$ cat src/rtl/snes_controller_reader.sv
// SNES controller poller: drives latch/clock, shifts in 16 button bits, and
// publishes the completed frame atomically as an active-high word.
module snes_controller_reader #(
  parameter int unsigned HALF_PERIOD = 300,
  parameter int unsigned POLL_PERIOD = 833333
) (
  input  logic        clk,
  input  logic        rst,
  input  logic        snesData,
  output logic        snesLatch,
  output logic        snesClock,
  output logic [15:0] snesInput,
  output logic        newSample
);

  localparam int unsigned POLL_W  = $clog2(POLL_PERIOD);
  localparam int unsigned PHASE_W = $clog2(2 * HALF_PERIOD);

  typedef enum logic [2:0] {IDLE, LATCH, CLK_HIGH, CLK_LOW, DONE} stateType;

  stateType             state, stateNext;
  logic [POLL_W-1:0]    pollCnt;
  logic [PHASE_W-1:0]   phaseCnt;
  logic [3:0]           bitIdx, bitIdxNext;
  logic [15:0]          shift, shiftNext;
  logic                 syncMeta, syncData;
  logic                 pollWrap, halfDone, latchDone;

  assign pollWrap  = (pollCnt == POLL_W'(POLL_PERIOD - 1));
  assign halfDone  = (phaseCnt == PHASE_W'(HALF_PERIOD - 1));
  assign latchDone = (phaseCnt == PHASE_W'(2 * HALF_PERIOD - 1));

  // Two-flop synchroniser; idles high like a released line
  always_ff @(posedge clk or posedge rst) begin
    if (rst) begin
      syncMeta <= 1'b1;
      syncData <= 1'b1;
    end else begin
      syncMeta <= snesData;
      syncData <= syncMeta;
    end
  end

  // Free-running poll interval counter
  always_ff @(posedge clk or posedge rst) begin
    if (rst) begin
      pollCnt <= '0;
    end else if (pollWrap) begin
      pollCnt <= '0;
    end else begin
      pollCnt <= pollCnt + POLL_W'(1);
    end
  end

  // State, per-state phase counter, shift register and registered outputs
  always_ff @(posedge clk or posedge rst) begin
    if (rst) begin
      state     <= IDLE;
      phaseCnt  <= '0;
      bitIdx    <= '0;
      shift     <= '0;
      snesLatch <= 1'b0;
      snesClock <= 1'b1;
      newSample <= 1'b0;
      snesInput <= '0;
    end else begin
      state     <= stateNext;
      phaseCnt  <= (stateNext != state) ? '0 : phaseCnt + PHASE_W'(1);
      bitIdx    <= bitIdxNext;
      shift     <= shiftNext;
      // Outputs decoded from the next state so they align with the state itself
      snesLatch <= (stateNext == LATCH);
      snesClock <= (stateNext != CLK_LOW);
      newSample <= (stateNext == DONE);
      if (stateNext == DONE) begin
        snesInput <= shiftNext;
      end
    end
  end

  always_comb begin
    stateNext  = state;
    bitIdxNext = bitIdx;
    shiftNext  = shift;
    case (state)
      IDLE: begin
        if (pollWrap) stateNext = LATCH;
      end
      LATCH: begin
        if (latchDone) begin
          stateNext  = CLK_HIGH;
          bitIdxNext = '0;
        end
      end
      CLK_HIGH: begin
        if (halfDone) begin
          shiftNext[bitIdx] = ~syncData;
          bitIdxNext        = bitIdx + 4'd1;
          stateNext         = (bitIdx == 4'd15) ? DONE : CLK_LOW;
        end
      end
      CLK_LOW: begin
        if (halfDone) stateNext = CLK_HIGH;
      end
      DONE: begin
        stateNext = IDLE;
      end
      default: begin
        stateNext = IDLE;
      end
    endcase
  end

endmodule

$ cat config.mk
export PLATFORM = sky130hd
export DESIGN_NAME = snes_controller_reader
export DESIGN_NICKNAME = d
export VERILOG_FILES = /design/src/rtl/snes_controller_reader.sv
export SDC_FILE = /design/constraint.sdc
export NUM_CORES = 1
export LEC_CHECK = 0
export CORE_MARGIN = 3
export CORE_UTILIZATION = 63
export DETAILED_ROUTE_END_ITERATION = 7
export PLACE_DENSITY = 0.84
export SYNTH_ARGS = -nofsm -noshare
export SYNTH_HDL_FRONTEND = slang
export SYNTH_SLANG_ARGS = --single-unit
$ cat constraint.sdc
create_clock -name clk -period 6.4 [get_ports clk]
set_input_delay 0.96 -clock clk [delete_from_list [all_inputs] [get_ports clk]]
set_output_delay 0.96 -clock clk [all_outputs]
set_load 0.01 [all_outputs]
==> impl_metrics.csv <==
group,metric,value,unit
clocking,ctsHoldBuffers,0,
drt,wl_per_cell,15.2,um
clocking,cts_repair_resize_count,0,
drt,vias,2435,
yosys,synth-warning-count,0,
final_layout,num-fill-cells,360,
yosys,ys_top_cells_by_area,"dfrtp_1, nand2_1, xor2_1",
place,hpwl,4270,um
sta,hold_ws,0.357,ns
place,globalplace.congestion,0.844,
final_layout,design_area,3870,um^2
place,placedInstanceArea,3640,um^2
power_and_ir_drop,power_density,227,nW/um^2
sta,timing.final.crit_period,2.85,ns
yosys,syn-num-nets,338,
yosys,synthDistinctLibCells,50,
global_routing,grt_pass1_wl,11000,um
worst_setup_path,timing.critical_path.from_type,"register",
yosys,synthCells,328,
clocking,post_cts_setup_bufs,0,
global_routing,via_count_of_the_first_global_routing_pass,2413,
sta,timing.clock.skew,0.00861,ns
floorplanning,floorplan.io_pins,22,
floorplanning,die_h,79.3,um
yosys,syn-mean-instance-area,10.3,um^2
yosys,netlist.top_cell.by_area,"dfrtp_1",
drt,drtAntennaViolNets,0,
floorplanning,start_util,0.659,
worst_setup_path,end_kind,"register",
yosys,synth_top_cells_by_count,"dfrtp_1, nand2_1, nor2_1",
yosys,synth-edff-count,0,
final_layout,share_of_layout_cells_above_drive_strength_1,0.104,
global_routing,grtUsageTotal,0.227,
clocking,clk_root_buffer_cell,"clkbuf_8",
worst_setup_path,setup.worst_path.class,"register to register",
sta,fin_crit_sh,0.446,
yosys,ys.flop_type,"dfrtp_1",
worst_setup_path,crit_path_max_incr_delay,0.68,ns
sta,finalMaxSlewViolations,0,
final_layout,num-nets-final,361,
final_layout,area_grow_syn2layout,14.3,%
sta,grt_setup_unrepaired,"false",
yosys,yosys.area.top_type_share,0.517,
worst_setup_path,crit_path_top_delay_cell,"nand2b_1",
yosys,synth.yosys.seq_area_share,0.541,
yosys,synth.ff_latch_count,73,
worst_setup_path,crit_path_max_fanout,30,
clocking,cts_sinks,73,
place,port-buffer-count,21,
worst_setup_path,crit_path_max_delay_family,"simple AND/OR/NAND/NOR gates",
run,maxCapViolations,0,
clocking,tritoncts_clock_tree,"built",
drt,vias_per_cell,5.72,
clocking,max-clock-path-buffers,2,
sta,finalSetupTns,0,ns
status,run_status,"finished clean",
sta,timing.final.hold_violations,0,
clocking,worstSkewPairLatency,0.34,ns
floorplanning,chipWidth,79.3,um
hold_path,min-delay-path-class,"register to register",
drt,drtIter0Drc,128,
worst_setup_path,path_buf_inv,0,
global_routing,pin_count_of_the_biggest_net_entering_global_routing,74,
drt,remaining_drc_errors,0,
worst_setup_path,critical_path_cell_by_cell,"ha_1 > nand3_1 > nor4b_4 > nand2b_1 > mux2_4",
sta,max_fclk,0.350,GHz
sta,slew_headroom,0.311,
floorplanning,rows,26,
sta,worst-slew-pin-transition,1.03,ns
final_layout,insertedDiodeCount,0,
yosys,post_synth_instance_area,3390,um^2
clocking,tritoncts.num_buffers,9,
drt,totalWireLength,6460,um
floorplanning,core-area,5140,um^2
worst_setup_path,worstPathRequired,6.63,ns
clocking,cts.clk_slew.worst_paths,0.08,ns
yosys,post-synth-top-count-cell,"dfrtp_1",
global_routing,grt_overflow,0,
worst_setup_path,critical_path_arrival,3.08,ns
power_and_ir_drop,vdd.ir_drop.worst,0.000147,V
worst_setup_path,timing.reg2reg.setup_slack,3.55,ns
power_and_ir_drop,leakagePower,0.00172,uW
sta,setup_viol,0,
clocking,htreeDepth,3,
global_routing,grt_antenna_before_repair,0,
floorplanning,floorplan.die_area,6290,um^2
yosys,asyncSetResetFlopFracSynth,1.00,
drt,detailedRoute.firstPassIterationCount,4,
## report_power, final
group | total (uW) | switching (uW) | internal [uW]
sequential | 463 | 0.884 | 462
clock | 407 | 166 | 241
combinational | 10.5 | 8.86 | 1.69
## layer usage
metal,up-vias,GRT usage,wire (um)
met2,73,0.370,3250
met4,0,0.132,184
met1,1152,0.281,2770
li1,1187,-,-
met5,-,0,0
met3,23,0.0442,249
## sequential cells by signal (all words and copies together) (netlist names)
register	count
snesInput	16
syncMeta	1
phaseCnt	10
pollCnt	20
snesLatch	1
bitIdx	4
newSample	1
syncData	1
snesClock	1
shift	15
state	3
## cell families (layout without fill, tap and decap cells)
family / Yosys count / in the layout / share of synthesized area
flops: 73 / 73 / 0.541
simple gates: 133 / 133 / 0.206
fa+ha+maj: 7 / 7 / 0.0259
xor+xnor: 26 / 26 / 0.0673
mux: 10 / 10 / 0.0336
compound gates: 52 / 52 / 0.0920
buf+inv: 27 / 55 / 0.0347
## layout by cell type, fill, tap and decap left out, types with 2 or more instances in the layout
cell              n
a22o_1            3
o31ai_1           8
xor2_1           14
a21oi_1           9
clkbuf_8         11
o21ai_0          22
ha_1              7
dfstp_2           3
nor3_1            5
dfrtp_1          70
o21ai_1           4
nand2b_1          4
mux2_4            2
nand4_1          10
nor2_1           28
mux2i_1           5
nor4_1            5
mux2_2            3
nand3_1          12
clkinvlp_4        2
xnor2_1          12
clkdlybuf4s50_1  21
or4_1             2
nand2_1          46
inv_1            15
buf_4             2
or3_1             2
bufinv_16         2
a211oi_1          2
nand4b_1          2
## layout make-up
cell class | instances | area [um^2] | share of cell area
inverters | 16 | 60.1 | 0.0155
well taps | 70 | 87.6 | 0.0226
clock inverters | 4 | 75.1 | 0.0194
clock buffers | 12 | 155 | 0.0401
repair buffers | 23 | 225 | 0.0582
flip-flops and latches | 73 | 1830 | 0.473
multi-input cells | 228 | 1440 | 0.371
## worst paths after layout
kind | from | endpoint | cells after the start
max | phaseCnt[0] | snesInput[5] | 5
min | syncMeta | syncData | 0
max reg2reg | phaseCnt[0] | snesInput[5] | 5
min reg2reg | syncMeta | syncData | 0
max in group asynchronous | rst | phaseCnt[1] | 3
min in group asynchronous | rst | shift[13] | 3
## through the flow
step | setup slack (ns) | cells | util | total power [uW]
after floorplan | 3.59 | 328 | - | 479
after global placement | 3.67 | 410 | 0.708 | 483
after detailed placement | 3.58 | 410 | 0.708 | 483
after CTS | 3.54 | 426 | 0.753 | 888
after global routing | 3.34 | 426 | 0.753 | 909
final | 3.55 | 426 | 0.753 | 880
Note: power is estimated with default switching activity, not from simulation.
